### src/rtl/asyn_fifo_rd_upsizer_if.sv
// Bus bundle for asyn_fifo_rd_upsizer.
// FIFO side : fifo_valid/fifo_data in, fifo_en out (FWFT pop strobe).
// Out side  : o_valid/o_data/o_keep out, o_ready in.
// master = the upsizer, slave = the FIFO plus downstream consumer.
interface asyn_fifo_rd_upsizer_if #(
  parameter int unsigned DATAWIDTH = 8,
  parameter int unsigned RATIO     = 4
);
  logic                          fifo_valid;
  logic [DATAWIDTH-1:0]          fifo_data;
  logic                          fifo_en;
  logic                          o_valid;
  logic                          o_ready;
  logic [DATAWIDTH*RATIO-1:0]    o_data;
  logic [RATIO-1:0]              o_keep;

  modport master (
    input  fifo_valid, fifo_data, o_ready,
    output fifo_en, o_valid, o_data, o_keep
  );

  modport slave (
    output fifo_valid, fifo_data, o_ready,
    input  fifo_en, o_valid, o_data, o_keep
  );
endinterface

### src/rtl/asyn_fifo_rd_upsizer.sv
// Read-side width upsizer for the async FIFO wrapper (r_clk domain).
// Pops FWFT entries of DATAWIDTH bits and packs RATIO of them, LSB lane first, into one
// wide word presented on a valid/ready port.
//
// Ports:
//   r_clk  : sole clock (FIFO read clock)
//   r_rst  : synchronous active-high reset
//   up_io  : asyn_fifo_rd_upsizer_if.master
//            fifo_valid/fifo_data in, fifo_en out (combinational pop strobe)
//            o_valid/o_data/o_keep out, o_ready in
//
// Optional feature: define FLUSH_TIMEOUT_EN to flush a partially filled word after
// TIMEOUT idle cycles with o_keep marking the filled lanes. Without it, words leave only
// when full and o_keep is all ones whenever o_valid is high.
module asyn_fifo_rd_upsizer #(
  parameter int unsigned DATAWIDTH = 8,
  parameter int unsigned RATIO     = 4,
  parameter int unsigned TIMEOUT   = 16
) (
  input logic                    r_clk,
  input logic                    r_rst,
  asyn_fifo_rd_upsizer_if.master up_io
);

  localparam int unsigned      CntW   = $clog2(RATIO);
  localparam logic [CntW-1:0]  CntMax = CntW'(RATIO - 1);

  if (RATIO < 2 || TIMEOUT < 1) begin : g_param_check
    $error("asyn_fifo_rd_upsizer: RATIO must be >= 2 and TIMEOUT >= 1");
  end

  typedef enum logic [0:0] {StFill, StHold} state_e;

  state_e                state_q;
  logic [CntW-1:0]       cnt_q;
  logic [RATIO-1:0]      keep_q;
  logic [DATAWIDTH-1:0]  lane_q [RATIO];

  logic                       pop;
  logic                       flush;
  logic [RATIO-1:0]           part_keep;
  logic [DATAWIDTH*RATIO-1:0] data_packed;

`ifdef FLUSH_TIMEOUT_EN
  localparam int unsigned      IdleW   = $clog2(TIMEOUT + 1);
  localparam logic [IdleW-1:0] IdleMax = IdleW'(TIMEOUT);

  logic [IdleW-1:0] idle_q;

  // Partial flush takes priority over a pop in the same cycle.
  assign flush = (state_q == StFill) && (cnt_q != '0) && (idle_q == IdleMax);
`else
  assign flush = 1'b0;
`endif

  // Pop strobe: never without fifo_valid, never during reset.
  always_comb begin
    pop = 1'b0;
    if (!r_rst) begin
      unique case (state_q)
        StFill:  pop = up_io.fifo_valid && !flush;
        StHold:  pop = up_io.fifo_valid && up_io.o_ready;
        default: pop = 1'b0;
      endcase
    end
  end

  // Lanes below the current fill count, used as the keep mask of a partial flush.
  always_comb begin
    part_keep = '0;
    for (int unsigned k = 0; k < RATIO; k++) begin
      part_keep[k] = (CntW'(k) < cnt_q);
    end
  end

  always_comb begin
    data_packed = '0;
    for (int unsigned k = 0; k < RATIO; k++) begin
      data_packed[k*DATAWIDTH +: DATAWIDTH] = lane_q[k];
    end
  end

  assign up_io.fifo_en = pop;
  assign up_io.o_valid = (state_q == StHold);
  assign up_io.o_data  = data_packed;
  assign up_io.o_keep  = keep_q;

  always_ff @(posedge r_clk) begin
    if (r_rst) begin
      state_q <= StFill;
      cnt_q   <= '0;
      keep_q  <= '0;
      for (int unsigned k = 0; k < RATIO; k++) begin
        lane_q[k] <= '0;
      end
`ifdef FLUSH_TIMEOUT_EN
      idle_q  <= '0;
`endif
    end else begin
      unique case (state_q)
        StFill: begin
          if (pop) begin
            lane_q[cnt_q] <= up_io.fifo_data;
            if (cnt_q == CntMax) begin
              state_q <= StHold;
              keep_q  <= '1;
              cnt_q   <= '0;
            end else begin
              cnt_q <= cnt_q + CntW'(1);
            end
          end else if (flush) begin
            state_q <= StHold;
            keep_q  <= part_keep;
            cnt_q   <= '0;
          end
        end
        StHold: begin
          if (up_io.o_ready) begin
            state_q <= StFill;
            keep_q  <= '0;
            // Clear every lane so unfilled lanes of the next word read as zero; a
            // same-cycle pop then overrides lane 0.
            for (int unsigned k = 0; k < RATIO; k++) begin
              lane_q[k] <= '0;
            end
            if (pop) begin
              lane_q[0] <= up_io.fifo_data;
              cnt_q     <= CntW'(1);
            end else begin
              cnt_q <= '0;
            end
          end
        end
        default: state_q <= StFill;
      endcase
`ifdef FLUSH_TIMEOUT_EN
      // Count only while a partial word waits; any pop, flush or empty word clears it.
      if ((state_q == StFill) && (cnt_q != '0) && !pop && !flush) begin
        idle_q <= idle_q + IdleW'(1);
      end else begin
        idle_q <= '0;
      end
`endif
    end
  end

endmodule

### src/flat_wrapper.sv
// flat-port wrapper written by rule: the top's interface ports become plain ports
module asyn_fifo_rd_upsizer_flat 
#(
  parameter int unsigned DATAWIDTH = 8,
  parameter int unsigned RATIO     = 4,
  parameter int unsigned TIMEOUT   = 16
)
  (r_clk, r_rst, up_io_fifo_valid, up_io_fifo_data, up_io_o_ready, up_io_fifo_en, up_io_o_valid, up_io_o_data, up_io_o_keep);
  asyn_fifo_rd_upsizer_if #(.DATAWIDTH(DATAWIDTH), .RATIO(RATIO)) up_io_i ();
  input logic r_clk;
  input logic r_rst;
  input wire logic [$bits(up_io_i.fifo_valid)-1:0] up_io_fifo_valid;
  input wire logic [$bits(up_io_i.fifo_data)-1:0] up_io_fifo_data;
  input wire logic [$bits(up_io_i.o_ready)-1:0] up_io_o_ready;
  output wire logic [$bits(up_io_i.fifo_en)-1:0] up_io_fifo_en;
  output wire logic [$bits(up_io_i.o_valid)-1:0] up_io_o_valid;
  output wire logic [$bits(up_io_i.o_data)-1:0] up_io_o_data;
  output wire logic [$bits(up_io_i.o_keep)-1:0] up_io_o_keep;
  assign up_io_i.fifo_valid = up_io_fifo_valid;
  assign up_io_i.fifo_data = up_io_fifo_data;
  assign up_io_i.o_ready = up_io_o_ready;
  assign up_io_fifo_en = up_io_i.fifo_en;
  assign up_io_o_valid = up_io_i.o_valid;
  assign up_io_o_data = up_io_i.o_data;
  assign up_io_o_keep = up_io_i.o_keep;
  asyn_fifo_rd_upsizer #(.DATAWIDTH(DATAWIDTH), .RATIO(RATIO), .TIMEOUT(TIMEOUT)) u_core (.r_clk(r_clk), .r_rst(r_rst), .up_io(up_io_i));
endmodule
### config.mk
export PLATFORM = sky130hd
export DESIGN_NAME = asyn_fifo_rd_upsizer_flat
export DESIGN_NICKNAME = d
export VERILOG_FILES = /design/src/rtl/asyn_fifo_rd_upsizer_if.sv /design/src/rtl/asyn_fifo_rd_upsizer.sv /design/src/flat_wrapper.sv
export SDC_FILE = /design/constraint.sdc
export NUM_CORES = 1
export LEC_CHECK = 0
export CAP_MARGIN = 0
export CELL_PAD_IN_SITES_DETAIL_PLACEMENT = 1
export CELL_PAD_IN_SITES_GLOBAL_PLACEMENT = 1
export CORE_MARGIN = 4
export CORE_UTILIZATION = 32
export CTS_CLUSTER_DIAMETER = 100
export DETAILED_ROUTE_END_ITERATION = 12
export GPL_TIMING_DRIVEN = 0
export HOLD_SLACK_MARGIN = 0.12
export PLACE_DENSITY = 0.79
export SLEW_MARGIN = 10
export SYNTH_ARGS = -nofsm -noshare
export SYNTH_HDL_FRONTEND = slang
export SYNTH_SLANG_ARGS = --single-unit
### constraint.sdc
create_clock -name r_clk -period 1.75 [get_ports r_clk]
set_clock_uncertainty 0.2 [all_clocks]
set_input_delay 0.525 -clock r_clk [delete_from_list [all_inputs] [get_ports r_clk]]
set_output_delay 0.525 -clock r_clk [all_outputs]
set_load 0.01 [all_outputs]
==> results of run 1 <==
==> cells in the mapped netlist (2+ instances only) <==
library cell / n / share of area
dfxtp_1: 20 / 0.25
o41ai_2: 8 / 0.080
nand3b_1: 8 / 0.037
edfxtp_1: 16 / 0.29
a21oi_1: 12 / 0.037
nand2b_1: 3 / 0.012
buf_6: 2 / 0.014
nand3_1: 8 / 0.025
ha_1: 4 / 0.031
inv_1: 11 / 0.025
nand2_1: 12 / 0.028
and2_1: 17 / 0.065
nor2b_1: 2 / 0.0077
clkbuf_1: 3 / 0.0069
nor2_1: 2 / 0.0046
buf_1: 2 / 0.0046
buf_4: 3 / 0.014
buf_2: 2 / 0.0061
==> kinds of logic after synthesis <==
kind of cell               share of synthesized area
muxes                                         0.0154
AOI/OAI and AO/OA                              0.127
adders and majority gates                     0.0307
and+or+nand+nor                                0.216
buffers and inverters                         0.0707
DFF                                            0.541
==> placed cells by master, fill, tap and decap left out, types with 3 or more instances in the layout <==
cell | Yosys | final
dfxtp_1 | 20 | 16
nand2_1 | 12 | 11
clkdlybuf4s50_1 | 0 | 8
dlygate4sd2_1 | 0 | 34
and2_1 | 17 | 16
nand3_1 | 8 | 8
buf_4 | 3 | 14
inv_1 | 11 | 11
a21oi_1 | 12 | 11
o41ai_2 | 8 | 7
buf_6 | 2 | 7
nand3b_1 | 8 | 8
dfxtp_2 | 0 | 3
clkbuf_8 | 0 | 5
ha_1 | 4 | 3
edfxtp_1 | 16 | 16
==> sequential cells by signal, indices dropped and copies added (netlist names) <==
signal	cells
u_core.cnt_q	2
u_core.lane_q	32
u_core.up_io.o_keep	1
u_core.up_io.o_valid	1
==> layout make-up <==
cell class,instances,share of cell area
multi-input combinational,86,0.285
timing repair buffer,60,0.223
sequential,36,0.367
inverter,11,0.0171
clock buffer,6,0.0300
tap,67,0.0347
clock inverter,2,0.0145
buffer,9,0.0279
==> timing repair <==
item / 4_1_cts / 5_1_grt
endpoints found under the setup margin: 87 / 28
pin swaps: 0 / 1
hold endpoints to repair: 0 / 0
resized for setup: 70 / 15
buffers inserted: 4 / 8
==> stage by stage <==
step | setup TNS [ns] | std cells
floorplan | -0.000566 | 145
global placement | -28.71 | 260
detailed placement | -29.91 | 260
CTS | -0.106 | 271
global route | -0.429 | 277
finish | -0.0677 | 277
==> where the power goes <==
group / internal, mW / switching [mW]
clock: 0.423 / 0.285
sequential: 0.921 / 0.0202
combinational: 0.140 / 0.145
total: 1.48 / 0.450
==> per-layer routing <==
layer / share of wire / track usage
met4: 0.016 / 0.0430
met5: 0 / 0
met2: 0.53 / 0.262
met3: 0.058 / 0.0499
met1: 0.39 / 0.175
==> worst max-delay path, delay by kind of cell <==
kind,cells,cell delay (ns)
AND/OR/NAND/NOR,2,0.31
buffers and inverters,2,0.25
==> path summary, 6_finish.rpt <==
check             cells after the start  slack (ns)                        startpoint                               end
setup reg to reg                      5       -0.01   u_core.up_io.o_valid$_SDFF_PP0_  u_core.lane_q[0][7]$_SDFFE_PP0P_
hold / removal                        2        0.27  u_core.lane_q[0][5]$_SDFFE_PP0P_  u_core.lane_q[0][5]$_SDFFE_PP0P_
setup / recovery                      4       -0.06                     up_io_o_ready                     up_io_fifo_en
hold reg to reg                       2        0.27  u_core.lane_q[0][5]$_SDFFE_PP0P_  u_core.lane_q[0][5]$_SDFFE_PP0P_
==> results.py, run 1 <==
metrics = {
    "run_status": {
        "status": "complete, but fails checks",
        "failed_checks": "negative setup slack",
    },
    "cells_and_area": {
        "n_fill_cell": 551,
        "drive_gt1_frac": 0.262,
        "design_area_um2": 2420,
        "n_antenna_cell": 0,
        "multi_input_comb_area_um2": 689,
        "final_net_count": 225,
        "postLayoutCoreUtil": 0.502,
        "ff_latch_area_um2": 888,
        "synthToLayoutAreaGrowth_pct": 48.5,
    },
    "detailed_routing": {
        "drt_wl_total_mm": 4.73,
        "detail_route.first_pass.iterations": 4,
        "detail_route.wl_per_cell_um": 17.1,
        "ant_nets": 0,
        "drcViolationCount": 0,
        "first_iter_violations": 80,
        "routed-via-count": 1319,
        "route.detailed.vias_per_inst": 4.76,
    },
    "logic_synthesis": {
        "synth.distinct_cells": 28,
        "syn_inst": 145,
        "ys_dominant_reg_cell": "dfxtp_1",
        "synth_sequential_area_ratio": 0.541,
        "async_reset_ff_frac": 0,
        "synth_area_per_cell_um2": 11.2,
        "synth_enable_flop_cells": 16,
        "synth.net_count": 161,
        "synth-warning-count": 0,
        "post_synthesis_sequential_element_count": 36,
        "post_synth_instance_area_um2": 1630,
    },
    "run": {
        "cap_violations": 0,
    },
    "floorplan": {
        "ios": 50,
        "die_outline_height_um": 79.4,
        "floorplan.die_area_um2": 6300,
        "die_w_um": 79.4,
        "starting_density_of_the_core": 0.338,
        "floorplan.core_area_um2": 4820,
        "rows": 25,
    },
    "sta": {
        "fin_hold_ws_ns": 0.275,
        "clock.fmax_mhz": 553,
        "grt_setup_unrepaired": "yes",
        "setup_slack_ns": -0.0595,
        "timing_max_transition_violations_final": 0,
        "report.final.setup_viol": 2,
        "tightestPinTransition_ns": 0.701,
        "finalHoldViolCount": 0,
        "fin_crit_ns": 1.81,
        "layout_worst_path_cycle_share": 1.03,
        "normalized_max_slew_margin": 0.533,
    },
    "clock_tree": {
        "tritoncts": "built",
        "clock_root_buffer": "clkbuf_8",
        "clk_sinks": 36,
        "cts.htree.levels": 2,
        "worst_skew_pair.late_latency_ns": 0.28,
        "cts-hold-fix-buffers": 0,
        "cts.clk_slew.worst_paths_ns": 0.07,
        "cts_inserted_buffers": 5,
        "cts_max_path_buffers": 2,
    },
    "placed_design": {
        "place.detailed.hpwl_mm": 3.23,
        "preCtsSetupSlack_ns": -1.15,
        "place_congestion": 0.742,
        "placedInstanceArea_um2": 2220,
        "port-buffer-count": 48,
    },
    "power": {
        "ir_worst_vdd_uv": 261,
        "p_leak_nw": 1.08,
        "p_per_area_nw_per_um2": 800,
        "power.total_mw": 1.93,
    },
    "hold_path": {
        "hold_path_class": "flop to flop",
    },
    "worst_setup_path": {
        "critPathArrivalTime_ns": 1.08,
        "path_cells": "buf_2 -> nand2b_4 -> and2_4 -> buf_6",
        "cp_data_required_time_ns": 1.02,
        "critical-path-max-stage-delay_ns": 0.16,
        "crit_path_end_kind": "output pin",
        "timing.critical_path.slowest_stage_cell": "and2_4",
        "setup.worst_path.class": "input port to output pin",
        "critical_path_peak_fanout": 5,
        "start_kind": "input port",
    },
    "global_route": {
        "number_of_antenna_violations_at_the_first_check_in_global_routing": 0,
        "gr-total-overflow": 0,
        "grt_pass1_wl_mm": 7.16,
        "globalRouteTotalUtil": 0.150,
        "grt_pass1_vias": 1390,
        "grt_max_degree": 12,
    },
}
Note: power is estimated with default switching activity, not from simulation.
==> run 2, diff against run 1 <==
RECOVER_POWER = 100   (was default)
SLEW_MARGIN = 20   (was 10)
==> results.py, run 2 (synthesis gave the netlist of run 1 again) <==
metrics = {
    "clock_tree": {
        "clk_sinks": 36,
        "clock_root_buffer": "clkbuf_8",
        "tritoncts": "built",
        "worst_skew_pair.late_latency_ns": 0.28,
        "cts-hold-fix-buffers": 0,
        "cts_max_path_buffers": 2,
        "cts.htree.levels": 2,
        "cts_inserted_buffers": 5,
        "cts.clk_slew.worst_paths_ns": 0.07,
    },
    "detailed_routing": {
        "routed-via-count": 1321,
        "detail_route.wl_per_cell_um": 17.1,
        "detail_route.first_pass.iterations": 4,
        "ant_nets": 0,
        "drcViolationCount": 0,
        "route.detailed.vias_per_inst": 4.77,
        "drt_wl_total_mm": 4.74,
        "first_iter_violations": 81,
    },
    "run_status": {
        "failed_checks": "negative setup slack",
        "status": "complete, but fails checks",
    },
    "sta": {
        "tightestPinTransition_ns": 0.709,
        "setup_slack_ns": -0.0591,
        "clock.fmax_mhz": 553,
        "timing_max_transition_violations_final": 0,
        "grt_setup_unrepaired": "yes",
        "finalHoldViolCount": 0,
        "report.final.setup_viol": 2,
        "layout_worst_path_cycle_share": 1.03,
        "normalized_max_slew_margin": 0.527,
        "fin_crit_ns": 1.81,
        "fin_setup_tns_ns": -0.0674,
    },
    "run": {
        "cap_violations": 0,
    },
    "worst_setup_path": {
        "critical_path_peak_fanout": 5,
        "cp_data_required_time_ns": 1.02,
        "worst_r2r_path_depth": 5,
        "crit_path_end_kind": "output pin",
        "start_kind": "input port",
        "setup.worst_path.class": "input port to output pin",
        "critPathArrivalTime_ns": 1.08,
    },
    "global_route": {
        "grt_pass1_wl_mm": 7.16,
        "gr-total-overflow": 0,
        "grt_max_degree": 12,
        "grt_pass1_vias": 1390,
        "globalRouteTotalUtil": 0.150,
        "number_of_antenna_violations_at_the_first_check_in_global_routing": 0,
    },
    "cells_and_area": {
        "mostFrequentLayoutCells": "dlygate4sd2_1 (34), and2_1 (16), dfxtp_1 (16), edfxtp_1 (16), buf_4 (14)",
        "n_antenna_cell": 0,
        "register_ranked_first_by_flip_flop_count": "u_core.lane_q",
        "final_common_cell": "dlygate4sd2_1",
        "postLayoutCoreUtil": 0.502,
        "largest_register_ffs": 32,
        "biggestRegsByFlops": "u_core.lane_q x32, u_core.cnt_q x2",
        "n_fill_cell": 551,
        "final_net_count": 225,
        "drive_gt1_frac": 0.262,
        "synthToLayoutAreaGrowth_pct": 48.5,
    },
    "placed_design": {
        "port-buffer-count": 48,
        "place_congestion": 0.742,
        "place.detailed.hpwl_mm": 3.23,
    },
    "hold_path": {
        "hold_path_class": "flop to flop",
        "depth_of_the_worst_hold_timing_path": 2,
    },
    "power": {
        "switching_power_mw": 0.451,
        "power.clock.fraction": 0.366,
        "p_per_area_nw_per_um2": 800,
        "ir_worst_vdd_uv": 261,
        "cell_internal_pwr_mw": 1.48,
        "pwr-share-comb": 0.147,
        "power.switching_fraction": 0.233,
        "p_leak_nw": 1.08,
        "seqPwrFrac": 0.487,
    },
    "floorplan": {
        "starting_density_of_the_core": 0.338,
        "floorplan.core_area_um2": 4820,
        "die_w_um": 79.4,
        "rows": 25,
        "ios": 50,
        "die_outline_height_um": 79.4,
        "floorplan.die_area_um2": 6300,
    },
}
[run 2: changes by cell type in the layout (fill, tap and decap cells not counted)]
cell	before	now
buf_1	2	1
clkbuf_1	2	3
[run 2: timing repair]
action | CTS | global route
gates resized for setup | 70 | 15
pin swaps | 0 | 1
endpoints found under the hold margin | 0 | 0
setup buffers | 4 | 8
setup endpoints to repair | 87 | 28
[run 2: cell type report]
class | count | area (µm²) | area share
clock buffer | 6 | 72.6 | 0.0300
timing repair buffer | 60 | 541 | 0.223
buffer | 9 | 67.6 | 0.0279
tap | 67 | 83.8 | 0.0347
inverter | 11 | 41.3 | 0.0171
sequential | 36 | 888 | 0.367
clock inverter | 2 | 35.0 | 0.0145
multi-input combinational | 86 | 689 | 0.285
[run 2: metrics by stage]
stage	setup slack (ns)	total power [mW]	cells	hold WS, ns	cell area, µm²
after floorplan	-0.000566	1.09	145	0.298	1650
after global placement	-1.14	1.24	260	0.263	2220
after detailed placement	-1.15	1.25	260	0.268	2220
after CTS	-0.106	1.93	271	0.281	2320
after global routing	-0.0924	2.01	277	0.292	2420
final	-0.0591	1.93	277	0.275	2420
[run 2: final timing paths]
check                                          end                        startpoint  slack, ns
hold / removal    u_core.lane_q[0][5]$_SDFFE_PP0P_  u_core.lane_q[0][5]$_SDFFE_PP0P_       0.27
hold reg to reg   u_core.lane_q[0][5]$_SDFFE_PP0P_  u_core.lane_q[0][5]$_SDFFE_PP0P_       0.27
setup reg to reg  u_core.lane_q[0][7]$_SDFFE_PP0P_   u_core.up_io.o_valid$_SDFF_PP0_      -0.01
setup / recovery                     up_io_fifo_en                     up_io_o_ready      -0.06
[run 2: power by group through the flow]
| stage | logic, mW | clock network, mW | registers [mW] |
|---|---|---|---|
| after floorplan | 0.114 | 0 | 0.979 |
| after global placement | 0.277 | 0 | 0.960 |
| after detailed placement | 0.282 | 0 | 0.964 |
| after CTS | 0.265 | 0.721 | 0.943 |
| after global routing | 0.312 | 0.752 | 0.948 |
| final | 0.285 | 0.708 | 0.941 |
[run 2: layer usage]
metal	track usage	part of all wire	vias to the layer above	wire (µm)
met1	0.175	0.39	637	1860
li1	-	-	630	-
met2	0.262	0.53	47	2520
met3	0.0499	0.058	7	276
met4	0.0430	0.016	0	77
met5	0	0	-	0
[run 2: worst max-delay path, cell delays in order]
cell	delay (ns)
buf_2	0.14
nand2b_4	0.15
and2_4	0.16
buf_6	0.11
==> run 3, diff against run 2 <==
CORE_MARGIN = 5   (was 4)
GPL_TIMING_DRIVEN = default   (was 0)
SKIP_CTS_REPAIR_TIMING = 1   (was default)
==> results.py, run 3 (synthesis gave the netlist of run 1 again) <==
metrics = {
    "run_status": {
        "status": "finished clean",
    },
    "hold_path": {
        "hold_path_class": "flop to flop",
    },
    "detailed_routing": {
        "drcViolationCount": 0,
        "routed-via-count": 1278,
        "detail_route.first_pass.iterations": 4,
        "first_iter_violations": 57,
        "route.detailed.vias_per_inst": 4.66,
        "drt_wl_total_mm": 4.54,
        "ant_nets": 0,
        "detail_route.wl_per_cell_um": 16.6,
    },
    "cells_and_area": {
        "postLayoutCoreUtil": 0.499,
        "design_area_um2": 2500,
        "largest_register_ffs": 32,
        "mostFrequentLayoutCells": "dlymetal6s2s_1 (37), and2_1 (16), dfxtp_1 (16), edfxtp_1 (16), buf_4 (12)",
        "finish.cell_count_without_fillers": 274,
        "final_net_count": 219,
        "synthToLayoutAreaGrowth_pct": 53.5,
        "n_antenna_cell": 0,
        "final_common_cell": "dlymetal6s2s_1",
        "biggestRegsByFlops": "u_core.lane_q x32, u_core.cnt_q x2",
        "register_ranked_first_by_flip_flop_count": "u_core.lane_q",
        "drive_gt1_frac": 0.230,
    },
    "placed_design": {
        "port-buffer-count": 49,
        "place.detailed.hpwl_mm": 3.31,
        "placedInstanceArea_um2": 2250,
        "place_congestion": 0.755,
        "placed_cells_incl_taps": 266,
    },
    "global_route": {
        "grt_pass1_vias": 1400,
        "number_of_antenna_violations_at_the_first_check_in_global_routing": 0,
        "grt_max_degree": 27,
        "gr-total-overflow": 0,
        "globalRouteTotalUtil": 0.142,
        "grt_pass1_wl_mm": 6.93,
    },
    "power": {
        "ir_worst_vdd_uv": 336,
        "p_leak_nw": 1.49,
        "p_per_area_nw_per_um2": 778,
        "power.total_mw": 1.94,
    },
    "worst_setup_path": {
        "crit_path_end_kind": "output pin",
        "critPathArrivalTime_ns": 1.00,
        "setup.worst_path.class": "input port to output pin",
        "timing.critical_path.slowest_stage_cell": "and2_4",
        "worst_r2r_path_depth": 5,
        "reg2reg_from": "u_core.cnt_q[0]$_SDFFE_PP0P_",
        "critical-path-max-stage-delay_ns": 0.15,
        "worstSetupEndpoint": "up_io_fifo_en",
        "ff2ff_setup_slack_ns": 0.09,
        "path_cells": "clkbuf_2 -> nor2b_4 -> and2_4 -> buf_6",
        "cp_data_required_time_ns": 1.02,
        "r2r_path_end": "u_core.lane_q[0][4]$_SDFFE_PP0P_",
        "startpoint": "r_rst",
        "critical_path_peak_fanout": 2,
        "start_kind": "input port",
    },
    "floorplan": {
        "starting_density_of_the_core": 0.325,
        "die_w_um": 81.4,
        "ios": 50,
        "die_outline_height_um": 81.4,
        "floorplan.die_area_um2": 6620,
        "floorplan.core_area_um2": 5010,
        "rows": 26,
    },
    "run": {
        "cap_violations": 0,
    },
    "sta": {
        "timing_max_transition_violations_final": 0,
        "fin_hold_ws_ns": 0.273,
        "clock.fmax_mhz": 580,
        "normalized_max_slew_margin": 0.622,
        "finalHoldViolCount": 0,
        "grt_setup_unrepaired": "yes",
        "report.final.setup_viol": 0,
        "fin_crit_ns": 1.73,
        "tightestPinTransition_ns": 0.565,
        "layout_worst_path_cycle_share": 0.986,
    },
    "clock_tree": {
        "cts_max_path_buffers": 2,
        "clk_sinks": 36,
        "cts.htree.levels": 2,
        "tritoncts": "built",
        "cts_inserted_buffers": 5,
        "cts.clk_slew.worst_paths_ns": 0.07,
        "worst_skew_pair.late_latency_ns": 0.28,
        "clock_root_buffer": "clkbuf_8",
    },
}
run 3: per-layer routing:
layer	global-route usage	share of wire	vias up
met5	0	0	-
li1	-	-	614
met3	0.0432	0.062	11
met1	0.153	0.39	608
met2	0.256	0.52	45
met4	0.0591	0.024	0
run 3: worst min path at each step:
stage,from,to,slack [ns],cells after the start
2_1_floorplan,u_core.lane_q[0][0]$_SDFFE_PP0P_,u_core.lane_q[0][0]$_SDFFE_PP0P_,0.30,2
3_3_place_gp,u_core.lane_q[0][0]$_SDFFE_PP0P_,u_core.lane_q[0][0]$_SDFFE_PP0P_,0.27,2
3_5_place_dp,u_core.lane_q[0][0]$_SDFFE_PP0P_,u_core.lane_q[0][0]$_SDFFE_PP0P_,0.27,2
4_1_cts,u_core.lane_q[0][0]$_SDFFE_PP0P_,u_core.lane_q[0][0]$_SDFFE_PP0P_,0.28,2
5_1_grt,u_core.lane_q[0][4]$_SDFFE_PP0P_,u_core.lane_q[0][4]$_SDFFE_PP0P_,0.30,2
6_report,u_core.up_io.o_keep[2]$_SDFFE_PP0P_,u_core.up_io.o_keep[2]$_SDFFE_PP0P_,0.27,2
run 3: where the power goes:
part	switching, mW	leakage (nW)	total (mW)	internal, mW
combinational	0.137	1.10	0.285	0.148
sequential	0.0227	0.331	0.944	0.921
clock	0.293	0.0552	0.716	0.423
run 3: cell type report:
type                            count  area, µm²
Fill cell                         557       2510
Inverter                           11       41.3
Multi-Input combinational cell     86        691
Clock inverter                      2       35.0
Tap cell                           70       87.6
Sequential cell                    36        886
Clock buffer                        6       72.6
Timing Repair Buffer               63        688
run 3: stage by stage:
step	setup slack [ns]	TNS [ns]
3_5_place_dp	-0.880	-28.99
2_1_floorplan	-0.000566	-0.000566
5_1_grt	-0.00560	-0.00560
4_1_cts	-0.880	-19.68
6_report	0.0248	0
3_3_place_gp	-0.855	-27.64
run 3: worst max-delay path: cells and delay by family:
family        cells  cell delay [ns]
buf+inv           2             0.20
simple gates      2             0.27
